==> config.mk <==
export PLATFORM = sky130hd
export DESIGN_NAME = adc_spi_capture_14bit_flat
export DESIGN_NICKNAME = d
export VERILOG_FILES = /design/src/rtl/adc_spi_capture_14bit_if.sv /design/src/rtl/adc_spi_capture_14bit.sv /design/src/flat_wrapper.sv
export SDC_FILE = /design/constraint.sdc
export NUM_CORES = 1
export LEC_CHECK = 0
export BUFFER_PORTS_ARGS = -buffer_cell sky130_fd_sc_hd__buf_4
export CORE_MARGIN = 3
export CORE_UTILIZATION = 30
export CTS_CLUSTER_SIZE = 28
export DETAILED_ROUTE_END_ITERATION = 10
export GPL_TIMING_DRIVEN = 1
export HOLD_SLACK_MARGIN = 0.06
export PLACE_DENSITY_LB_ADDON = 0.1
export SLEW_MARGIN = 25
export SYNTH_ARGS = -nofsm -noshare
export SYNTH_HDL_FRONTEND = slang
export SYNTH_SLANG_ARGS = --single-unit
==> constraint.sdc <==
create_clock -name clk -period 2 [get_ports clk]
set_input_delay 0.4 -clock clk [delete_from_list [all_inputs] [get_ports clk]]
set_output_delay 0.4 -clock clk [all_outputs]
set_load 0.05 [all_outputs]
==> src/rtl/adc_spi_capture_14bit_if.sv <==
// Signal bundle between the 14-bit ADC SPI capture block and its neighbours:
// ADC pins on one side, the captured-sample stream on the other.
interface adc_spi_capture_14bit_if;
    logic        en;
    logic        adc_sdo;
    logic        adc_cs_n;
    logic        adc_sclk;
    logic [13:0] data_out;
    logic        data_valid;
    logic        lead_err;
    logic        busy;

    modport master (
        input  en, adc_sdo,
        output adc_cs_n, adc_sclk, data_out, data_valid, lead_err, busy
    );

    modport slave (
        output en, adc_sdo,
        input  adc_cs_n, adc_sclk, data_out, data_valid, lead_err, busy
    );
endinterface

==> src/rtl/adc_spi_capture_14bit.sv <==
// SPI master for a 14-bit serial ADC: 16-clock frames (2 leading zeros + 14 data bits,
// MSB first), holding the last sample and pulsing data_valid on each new capture.
module adc_spi_capture_14bit #(
    parameter int CLK_DIV  = 4,
    parameter int CONV_GAP = 16
) (
    input  logic                   clk,
    input  logic                   rst_n,
    adc_spi_capture_14bit_if.master bus
);
    localparam logic [1:0] S_IDLE  = 2'd0;
    localparam logic [1:0] S_SETUP = 2'd1;
    localparam logic [1:0] S_SHIFT = 2'd2;
    localparam logic [1:0] S_GAP   = 2'd3;

    localparam int DIV_W = (CLK_DIV  > 1) ? $clog2(CLK_DIV)  : 1;
    localparam int GAP_W = (CONV_GAP > 1) ? $clog2(CONV_GAP) : 1;
    localparam logic [DIV_W-1:0] DIV_LAST = DIV_W'(CLK_DIV - 1);
    localparam logic [GAP_W-1:0] GAP_LAST = GAP_W'(CONV_GAP - 1);

    logic [1:0]       state;
    logic [DIV_W-1:0] div_cnt;
    logic [GAP_W-1:0] gap_cnt;
    logic [3:0]       bit_cnt;
    logic             half_hi;
    logic [15:0]      shift;
    logic             cs_n;
    logic             sclk;
    logic [13:0]      data;
    logic             valid;
    logic             lerr;
    logic             busy_r;
    logic             div_done;

    assign div_done = (div_cnt == DIV_LAST);

    always_ff @(posedge clk) begin
        if (!rst_n) begin
            state   <= S_IDLE;
            div_cnt <= '0;
            gap_cnt <= '0;
            bit_cnt <= '0;
            half_hi <= 1'b0;
            shift   <= '0;
            cs_n    <= 1'b1;
            sclk    <= 1'b1;
            data    <= '0;
            valid   <= 1'b0;
            lerr    <= 1'b0;
            busy_r  <= 1'b0;
        end else begin
            valid <= 1'b0;
            lerr  <= 1'b0;
            case (state)
                S_IDLE: begin
                    if (bus.en) begin
                        state   <= S_SETUP;
                        cs_n    <= 1'b0;
                        busy_r  <= 1'b1;
                        div_cnt <= '0;
                        bit_cnt <= '0;
                    end
                end
                S_SETUP: begin
                    if (div_done) begin
                        state   <= S_SHIFT;
                        sclk    <= 1'b0;
                        half_hi <= 1'b0;
                        div_cnt <= '0;
                    end else begin
                        div_cnt <= div_cnt + 1'b1;
                    end
                end
                S_SHIFT: begin
                    if (!div_done) begin
                        div_cnt <= div_cnt + 1'b1;
                    end else begin
                        div_cnt <= '0;
                        if (!half_hi) begin
                            // Sample on the same edge that raises SCLK; ADC changed SDO at the fall.
                            sclk    <= 1'b1;
                            half_hi <= 1'b1;
                            shift   <= {shift[14:0], bus.adc_sdo};
                        end else if (bit_cnt == 4'd15) begin
                            state   <= S_GAP;
                            cs_n    <= 1'b1;
                            data    <= shift[13:0];
                            valid   <= 1'b1;
                            lerr    <= shift[15] | shift[14];
                            gap_cnt <= '0;
                        end else begin
                            sclk    <= 1'b0;
                            half_hi <= 1'b0;
                            bit_cnt <= bit_cnt + 1'b1;
                        end
                    end
                end
                S_GAP: begin
                    // The data_valid cycle is the first of the CONV_GAP cycles.
                    if (gap_cnt == GAP_LAST) begin
                        state  <= S_IDLE;
                        busy_r <= 1'b0;
                    end else begin
                        gap_cnt <= gap_cnt + 1'b1;
                    end
                end
                default: begin
                    state  <= S_IDLE;
                    cs_n   <= 1'b1;
                    sclk   <= 1'b1;
                    busy_r <= 1'b0;
                end
            endcase
        end
    end

    assign bus.adc_cs_n   = cs_n;
    assign bus.adc_sclk   = sclk;
    assign bus.data_out   = data;
    assign bus.data_valid = valid;
    assign bus.lead_err   = lerr;
    assign bus.busy       = busy_r;
endmodule

==> src/flat_wrapper.sv <==
// flat-port wrapper written by rule: the top's interface ports become plain ports
module adc_spi_capture_14bit_flat 
#(
    parameter int CLK_DIV  = 4,
    parameter int CONV_GAP = 16
)
  (clk, rst_n, bus_en, bus_adc_sdo, bus_adc_cs_n, bus_adc_sclk, bus_data_out, bus_data_valid, bus_lead_err, bus_busy);
  adc_spi_capture_14bit_if bus_i ();
  input  logic clk;
  input  logic rst_n;
  input wire logic [$bits(bus_i.en)-1:0] bus_en;
  input wire logic [$bits(bus_i.adc_sdo)-1:0] bus_adc_sdo;
  output wire logic [$bits(bus_i.adc_cs_n)-1:0] bus_adc_cs_n;
  output wire logic [$bits(bus_i.adc_sclk)-1:0] bus_adc_sclk;
  output wire logic [$bits(bus_i.data_out)-1:0] bus_data_out;
  output wire logic [$bits(bus_i.data_valid)-1:0] bus_data_valid;
  output wire logic [$bits(bus_i.lead_err)-1:0] bus_lead_err;
  output wire logic [$bits(bus_i.busy)-1:0] bus_busy;
  assign bus_i.en = bus_en;
  assign bus_i.adc_sdo = bus_adc_sdo;
  assign bus_adc_cs_n = bus_i.adc_cs_n;
  assign bus_adc_sclk = bus_i.adc_sclk;
  assign bus_data_out = bus_i.data_out;
  assign bus_data_valid = bus_i.data_valid;
  assign bus_lead_err = bus_i.lead_err;
  assign bus_busy = bus_i.busy;
  adc_spi_capture_14bit #(.CLK_DIV(CLK_DIV), .CONV_GAP(CONV_GAP)) u_core (.clk(clk), .rst_n(rst_n), .bus(bus_i));
endmodule
==> impl_summary.md, run 1 <==
Global routing
The first-pass GRT wire length is 7750 um. The overall fraction of global-route tracks in use is 12.5%. The maximum number of pins on one net before global-route repair is 19. The number of global-route vias before repair came to 1639. The initial antenna violation count is 0. The total overflow left after global routing is 0.

Outcome
The flow ran to the end, and the final reports show no timing, DRC or antenna violations.

Place
The weighted congestion reported at the end of routability-driven placement is 0.788. The estimated wirelength of the detail-placed design is 3030 um. During placement, the flow inserted port buffers numbering 22.

STA
The count of pins over their slew limit was 0. Counting I/O delays and the setup requirement, the final critical path takes 1800 ps. The setup clock skew after layout is 5.60 ps. The worst slew slack as a fraction of its limit is 72.4%. The highest clock rate is 0.554 GHz. Setup repair after global routing left no endpoint under its margin. The count of endpoints failing hold in the final timing report is 0. The share of the cycle needed by the critical path after routing is 90.2%.

The transition time at the pin with the least slew margin is 413 ps. The number of setup violations in the final report is 0. The total negative slack for setup checks is 0 ps.

Synthesis
After Yosys synthesis, XOR and XNOR cells account for 0% of the synthesized area. The area fraction in compound gates after synthesis is 19.6%. The net count after synthesis is 262. The post-synthesis cell area is 2030 um2. The netlist uses 33 different library cells. The number of instances in the synthesized netlist is 250.

Counting flops with a built-in enable in the synthesized netlist gives 0. The fraction of the mapped netlist area in simple logic gates is 22.7%. The dominant combinational cell family by area after synthesis is simple AND/OR/NAND/NOR gates. For this run, the leading register cell type out of synthesis is sky130_fd_sc_hd__dfxtp_1. The total number of yosys warnings is 0. Sequential elements use 47.3% of the synthesized area. The synthesized netlist devotes 4.93% of its cell area to adder and majority cells. The flop and latch count out of synthesis is 48. Multiplexer cells account for 1.97% of the synthesized area. A synthesized cell averages 8.13 um2. Counting flops with an async set or reset pin after synthesis yields a share of 0%.

Min path
Counting instances, the worst hold path has a depth of 3. The type of the tightest min-delay check is primary input to flip-flop.

Floorplanning
The floorplan has 29 rows. The effective utilization at floorplan is 31.5%. The I/O pin total is 23. In this run the vertical extent of the chip is 88.3 um. The chip width is 88.3 um.

The core region is 6460 um2. The die covers 7800 um2.

Route
For this run, the detailed router's first-pass iteration total came to 4. The remaining antenna violation count after routing is 0. Dividing the detail-routed via count by the number of cells gives 4.85. For this run, design rule violations remaining after detail routing come to 0.

The total wire length is 4380 um. The final routed wire length divided by cell count is 12.2 um. The routed layout has 1736 vias.

The iteration-0 DRC count of the detailed router is 62.

Cells and area
Cells with a size suffix above 1 make up 17.4% of the layout. The end-of-flow core utilization is 38.4%. The number of antenna diodes in the final layout is 0.

The area added between synthesis and finish is 22.1%. The library cell used most frequently in the layout, excluding fill and tap cells, is sky130_fd_sc_hd__nand2_1. Leaving out fill and tap cells, the most frequent cells in the layout are sky130_fd_sc_hd__nand2_1, sky130_fd_sc_hd__dfxtp_1, sky130_fd_sc_hd__a21oi_1. After the last flow step, the layout net total stands at 292.

Setup path
Walking the worst path, the cells encountered are inv_1 > ha_1 > nor2b_1 > a2111oi_4 > buf_4 > a41oi_1 > a211oi_1. Data arrives at the worst endpoint at 2020 ps. The longest individual stage delay on the worst path is 390 ps.

The worst setup path is launched from a flip-flop. The largest individual stage delay along the critical path comes from the cell sky130_fd_sc_hd__dfxtp_1. Data on the critical path is required at its endpoint by 2220 ps. The category of the worst setup path capture point is a flip-flop. The highest fanout seen on the critical path is 4. The cell depth of the worst flop-to-flop path is 7. The worst setup path category is flip-flop to flip-flop.

Clocking
The number of buffers created by CTS is 5. The CTS tree is yes. The level count of the clock H-tree is 2. The cts-stage hold buffer count is 0. The number of buffers between clock root and the deepest sink is 2. CTS saw 48 sinks. Clock tree synthesis selected as its root buffer the cell sky130_fd_sc_hd__clkbuf_8. Clock-pin slew was measured on the worst setup and hold paths at 90 ps. For the worst-skew pair, the clock arrives at the later sink with an insertion delay of 300 ps.

Pwr
The share of total power consumed by net switching is 31.6%. The part of the total power dissipated in sequential elements is 41.9%. The worst-case IR drop observed on VDD is 0.421 mV.

The areal power density over the cells is 1020 nW/um2. The reported leakage power is 0.000913 uW. For this design the total switching power over the nets is 799 uW. The clock share of power is 29.6%.

Combinational logic is responsible for 28.6% of the overall power. The internal power is 1730 uW.

Run
Max-cap violations in this run came to 0.
flip-flops by register name (all words and copies together), names as in the netlist:
signal and flops:
u_core.div_cnt 2, u_core.bus.busy 1, u_core.bus.lead_err 1, u_core.half_hi 1
u_core.shift 16, u_core.gap_cnt 4, u_core.bus.data_valid 1, u_core.bit_cnt 4
u_core.state 2, u_core.bus.data_out 14, u_core.bus.adc_sclk 1, u_core.bus.adc_cs_n 1
critical path, delay by kind of cell (launching register included):
| kind | cells | cell delay (ps) |
|---|---|---|
| buffers and inverters | 2 | 280 |
| AOI/OAI and AO/OA | 3 | 690 |
| and+or+nand+nor | 1 | 150 |
| adders and majority gates | 1 | 210 |
| DFF | 1 | 390 |
metrics by stage:
| stage | setup WS (ps) | total power (uW) | std cells | hold WS, ps | instance area (um2) |
|---|---|---|---|---|---|
| final | 195 | 2530 | 358 | 337 | 2480 |
| after global routing | 28.0 | 2720 | 358 | 321 | 2480 |
| after CTS | 58.1 | 2550 | 356 | 323 | 2460 |
| after detailed placement | 94.1 | 1780 | 348 | 447 | 2340 |
| after global placement | 131 | 1780 | 348 | 447 | 2340 |
| after floorplan | 206 | 1570 | 250 | 428 | 2030 |
path summary, 6_finish.rpt:
check | from | endpoint | slack [ps]
max | u_core.state[0] | u_core.gap_cnt[3] | 200
min | bus_adc_sdo | u_core.shift[0] | 340
max reg2reg | u_core.state[0] | u_core.gap_cnt[3] | 200
min reg2reg | u_core.bus.data_out[10] | u_core.bus.data_out[10] | 460
cells in the mapped netlist, types with 2 or more instances:
| library cell | count | area (um2) |
|---|---|---|
| sky130_fd_sc_hd__a21oi_1 | 36 | 180 |
| sky130_fd_sc_hd__a211oi_1 | 4 | 30.0 |
| sky130_fd_sc_hd__a32o_1 | 2 | 20.0 |
| sky130_fd_sc_hd__ha_1 | 8 | 100 |
| sky130_fd_sc_hd__clkbuf_1 | 9 | 33.8 |
| sky130_fd_sc_hd__nand4_1 | 2 | 12.5 |
| sky130_fd_sc_hd__a32oi_1 | 2 | 17.5 |
| sky130_fd_sc_hd__nand3_1 | 3 | 15.0 |
| sky130_fd_sc_hd__buf_2 | 4 | 20.0 |
| sky130_fd_sc_hd__nand2_1 | 78 | 293 |
| sky130_fd_sc_hd__inv_1 | 5 | 18.8 |
| sky130_fd_sc_hd__nor2b_1 | 4 | 25.0 |
| sky130_fd_sc_hd__mux2i_1 | 4 | 40.0 |
| sky130_fd_sc_hd__dfxtp_1 | 48 | 961 |
| sky130_fd_sc_hd__nor3_1 | 3 | 15.0 |
| sky130_fd_sc_hd__nand2b_1 | 3 | 18.8 |
| sky130_fd_sc_hd__nor2_1 | 10 | 37.5 |
| sky130_fd_sc_hd__o22ai_1 | 3 | 18.8 |
| sky130_fd_sc_hd__o21ai_0 | 8 | 40.0 |
metal layers:
layer	routed length, um	vias to the layer above	share of wire [%]	GRT usage (%)
li1	-	923	-	-
met1	2270	784	52	16.7
met2	1920	25	44	19.4
met3	156	4	3.6	3.63
met4	38	0	0.87	4.12
met5	0	-	0	0
final cells by class:
cell class	count	area [um2]
Sequential cell	48	961
Timing Repair Buffer	36	283
Multi-Input combinational cell	184	1000
Clock inverter	2	38.8
Clock buffer	6	82.6
Fill cell	692	3980
Inverter	5	18.8
Tap cell	77	96.3
kinds of logic (layout without fill, tap and decap cells):
group                      Yosys count  count (layout)
buffers and inverters               18              49
muxes                                4               4
DFF                                 48              48
AOI/OAI and AO/OA                   64              64
adders and majority gates            8               8
and+or+nand+nor                    108             108
power by group through the flow:
stage          Combinational [uW]  Clock, uW  Sequential, uW
2_1_floorplan                 452          0            1120
5_1_grt                       820        824            1070
4_1_cts                       702        788            1060
3_5_place_dp                  699          0            1080
3_3_place_gp                  698          0            1080
6_report                      723        748            1060
repair_timing:
item,4_1_cts,5_1_grt
setup endpoints to repair,0,3
resized for setup,0,1
endpoints found under the hold margin,0,0
buffers inserted,0,2
Power figures use the tool's default switching activity.
==> run 2: changes to the inputs <==
--- a/config.mk
+++ b/config.mk
@@ -5,9 +5,10 @@
 export SDC_FILE = /design/constraint.sdc
 export NUM_CORES = 1
 export LEC_CHECK = 0
+export ABC_AREA = 1
 export BUFFER_PORTS_ARGS = -buffer_cell sky130_fd_sc_hd__buf_4
 export CORE_MARGIN = 3
-export CORE_UTILIZATION = 30
+export CORE_UTILIZATION = 57
 export CTS_CLUSTER_SIZE = 28
 export DETAILED_ROUTE_END_ITERATION = 10
 export GPL_TIMING_DRIVEN = 1
==> run 2 against run 1 <==
Effect of this change: first-iteration DRC count is 29% higher; synthesized area is 2.7% higher; via count is 3.0% lower; sequential share of layout area is 1.8 points higher; utilization is 31 points higher; critical path type unchanged; worst setup slack better by 130 ps; global-route usage is 4.9 points higher; total power is 13% higher.
==> impl_summary.md, run 2 <==
Global routing
The number of global-route vias before repair is 1393 (-15%). The first-pass GRT wire length came to 5900 um (-24%). The overall fraction of global-route tracks in use is 17.3% (+4.9 points). The maximum number of pins on one net before global-route repair came to 43 (+24). The initial antenna violation count came to 0 (unchanged).

The total congestion overflow after global routing is 0 (unchanged).

STA
The count of endpoints failing hold in the final timing report is 0 (unchanged). The share of the cycle needed by the critical path after routing was 83.8% (-6.5 points). The transition time at the pin with the least slew margin is 351 ps (-62.3 ps). Setup repair after global routing left no endpoint under its margin.

The shortest period the worst path allows is 1680 ps (-129 ps). The number of setup violations in the final report is 0 (unchanged). The worst hold-check slack is 393 ps (+56.7 ps). The worst slew slack as a fraction of its limit is 76.6% (+4.2 points).

The count of pins over their slew limit came to 0 (unchanged). The highest clock rate is 0.597 GHz (+7.7%). The setup clock skew after layout is 5.28 ps (-0.317 ps). The total negative slack for setup checks is 0 ps (unchanged).

Floorplanning
The chip width is 66.5 um (-25%). The effective utilization at floorplan came to 60.6% (+29 points). The number of placement rows came to 21 (-28%).

The height of the die is 66.5 um (-25%). The core footprint is 3440 um2 (-47%). The I/O pin total is 23 (unchanged).

The die outline area is 4420 um2 (-43%).

Route
The DRC violations left came to 0 (unchanged). The via density per instance was 5.01 (+3.4%). The final routed wire length divided by cell count was 10.6 um (-13%). The post-route met1 wirelength was 1860 um (-18%).

The detailed-routing iteration count for the pre-antenna-repair pass is 4 (unchanged). The remaining antenna violation count after routing is 0 (unchanged). The highest signal layer in the routed design is met4. The total wire length came to 3580 um (-18%).

The detailed-routed wire length on met3 is 142 um (-9.0%). The iteration-0 DRC count of the detailed router was 80 (+29%). The routed length on met2 is 1540 um (-20%). The overall via count from detail_route is 1684 (-3.0%).

Synthesis
By instance count, the leading cell after synthesis is sky130_fd_sc_hd__dfxtp_1. The top-area cell type share of the netlist area came to 46.0% (-1.2 points). The net count after synthesis is 282 (+7.6%). The count of flip-flops with a built-in enable after synthesis is 0 (unchanged). The post-synthesis cell area is 2090 um2 (+2.7%). The flop and latch count out of synthesis is 48 (unchanged).

The sequential fraction of the synthesis area came to 46.0% (-1.2 points). By area the synthesized netlist is led by sky130_fd_sc_hd__dfxtp_1, sky130_fd_sc_hd__a21oi_1, sky130_fd_sc_hd__o21ai_0. The leading register cell type out of synthesis is sky130_fd_sc_hd__dfxtp_1. The fraction of synthesis flops using an asynchronous set or reset pin is 0% (unchanged).

The total number of yosys warnings came to 0 (unchanged). The mean instance size in the synthesized netlist is 7.73 um2 (-4.9%). Ranked by instance count, the synthesized netlist is headed by sky130_fd_sc_hd__dfxtp_1, sky130_fd_sc_hd__a21oi_1, sky130_fd_sc_hd__o21ai_0, sky130_fd_sc_hd__inv_1, sky130_fd_sc_hd__nand2_1. The unique cell type count in the Yosys netlist was 22 (-33%). Of all cell types, the one taking the most synthesized area is sky130_fd_sc_hd__dfxtp_1. The number of instances in the synthesized netlist was 270 (+8.0%).

Clocking
The root buffer cell chosen for the clock tree is sky130_fd_sc_hd__clkbuf_8. TritonCTS built the clock tree. The number of buffers created by CTS is 5 (unchanged).

The level count of the clock H-tree came to 2 (unchanged). The count of buffers added by post-CTS timing repair for setup was 0 (unchanged). The number of buffers between clock root and the deepest sink is 2 (unchanged). The post-cts sizing count is 0 (unchanged). The clock sink count is 48 (unchanged).

The cts-stage hold buffer count is 0 (unchanged). The clock transition time at the flip-flop clock pins of the worst setup and hold paths was 80 ps (about the same). The insertion delay of the later-clocked pin in the worst-skew pair is 290 ps (about the same).

Pwr
The peak ir drop on the vdd network was 1.28 mV (+200%). The reported leakage power is 0.00102 uW (+12%). The areal power density over the cells is 1200 nW/um2 (+18%).

Setup path
The required time of the worst setup path is 2230 ps (about the same). The highest fanout seen on the critical path is 29 (+25). The type of origin of the critical path is a flip-flop. The category of the worst setup path capture point is a flip-flop. The data arrival time at the worst-slack endpoint is 1910 ps (-110 ps). The worst setup path category is flip-flop to flip-flop.

Run
The count of maximum capacitance violations was 0 (unchanged).

Cells and area
The total inserted antenna cells is 0 (unchanged). The flip-flop count of the largest register after layout is 16 (unchanged). The register with the most flip-flops in the final layout is u_core.shift. The most common cell after layout, fill and taps aside is sky130_fd_sc_hd__dfxtp_1. The library cells used most frequently in the layout, excluding fill and tap cells, are sky130_fd_sc_hd__dfxtp_1, sky130_fd_sc_hd__a21oi_1, sky130_fd_sc_hd__o21ai_0. The number of nets in the final layout came to 302 (+3.4%). The area growth from synthesis to layout is 13.7%. The layout cell share with drive strength beyond 1 is 14.1% (-3.3 points). The post-route cell area is 2370 um2 (-4.3%).

Min path
The type of the tightest min-delay check is primary input to flip-flop.

Place
The estimated wirelength of the detail-placed design is 2400 um (-21%). The area after detailed placement was 2240 um2 (-4.2%). The number of port buffers is 22 (unchanged). The weighted congestion reported at the end of routability-driven placement is 0.785 (-0.46%).

Outcome
The run finished with clean final reports.
==> run 2: cell count changes in the layout (fill, tap and decap cells not counted), sizes merged, moves of 3 or more <==
cell	delta
inv	+34
nand3	+13
nand2b	-3
nand2	-40
o21ai	+29
o22ai	-3
a211oi	-3
buf	-12
a21oi	+6
nor2b	-4
mux2i	-4
nor2	+14
==> run 2: logic make-up (layout without fill, tap and decap cells) <==
family / count (synthesis) / in the layout / share of synthesized area [%]
compound gates: 83 / 83 / 20.3
simple gates: 80 / 80 / 17.6
buf+inv: 50 / 70 / 10.9
flops: 48 / 48 / 46.0
fa+ha+maj: 8 / 8 / 4.80
xor+xnor: 1 / 1 / 0.420
==> run 2: metal layers <==
layer,track usage (%),vias up
met5,0,-
met4,4.57,0
met3,6.58,5
met2,25.3,22
met1,23.9,739
li1,-,918
==> run 2: path summary, 6_finish.rpt <==
| path | depth (start not counted) | slack, ps | to | startpoint |
|---|---|---|---|---|
| worst min-delay path | 3 | 390 | u_core.shift[0] | bus_adc_sdo |
| worst max register to register | 7 | 320 | u_core.bus.data_out[10] | u_core.state[0] |
| worst max-delay path | 7 | 320 | u_core.bus.data_out[10] | u_core.state[0] |
| worst min register to register | 2 | 460 | u_core.shift[15] | u_core.shift[15] |
==> run 2: final cells by class <==
type	count	area, um2
repair buffers	24	180
multi-input cells	172	900
fillers	313	1070
well taps	46	57.6
clock inverters	2	60.1
flip-flops and latches	48	961
inverters	39	146
clock buffers	5	68.8
==> run 2: per-stage QoR <==
step           cells  setup WS (ps)  total power, uW  util [%]
6_report         336            324             2850      69.0
5_1_grt          336           75.8             3050      69.0
4_1_cts          336            288             2870      69.0
3_5_place_dp     329            335             2070      65.2
3_3_place_gp     329            393             2060      65.2
2_1_floorplan    270            588             1910         -
==> run 2: power by group <==
part	switching [uW]	internal (uW)
sequential	71.1	1040
combinational	624	323
clock	294	492
==> run 2: critical path, stage by stage (launching register included) <==
cell and delay (ps):
sky130_fd_sc_hd__dfxtp_1 350, sky130_fd_sc_hd__inv_1 120, sky130_fd_sc_hd__ha_1 370, sky130_fd_sc_hd__nand3_4 160, sky130_fd_sc_hd__nor2_4 100, sky130_fd_sc_hd__buf_4 260
sky130_fd_sc_hd__o21ai_0 120, sky130_fd_sc_hd__a21oi_1 130
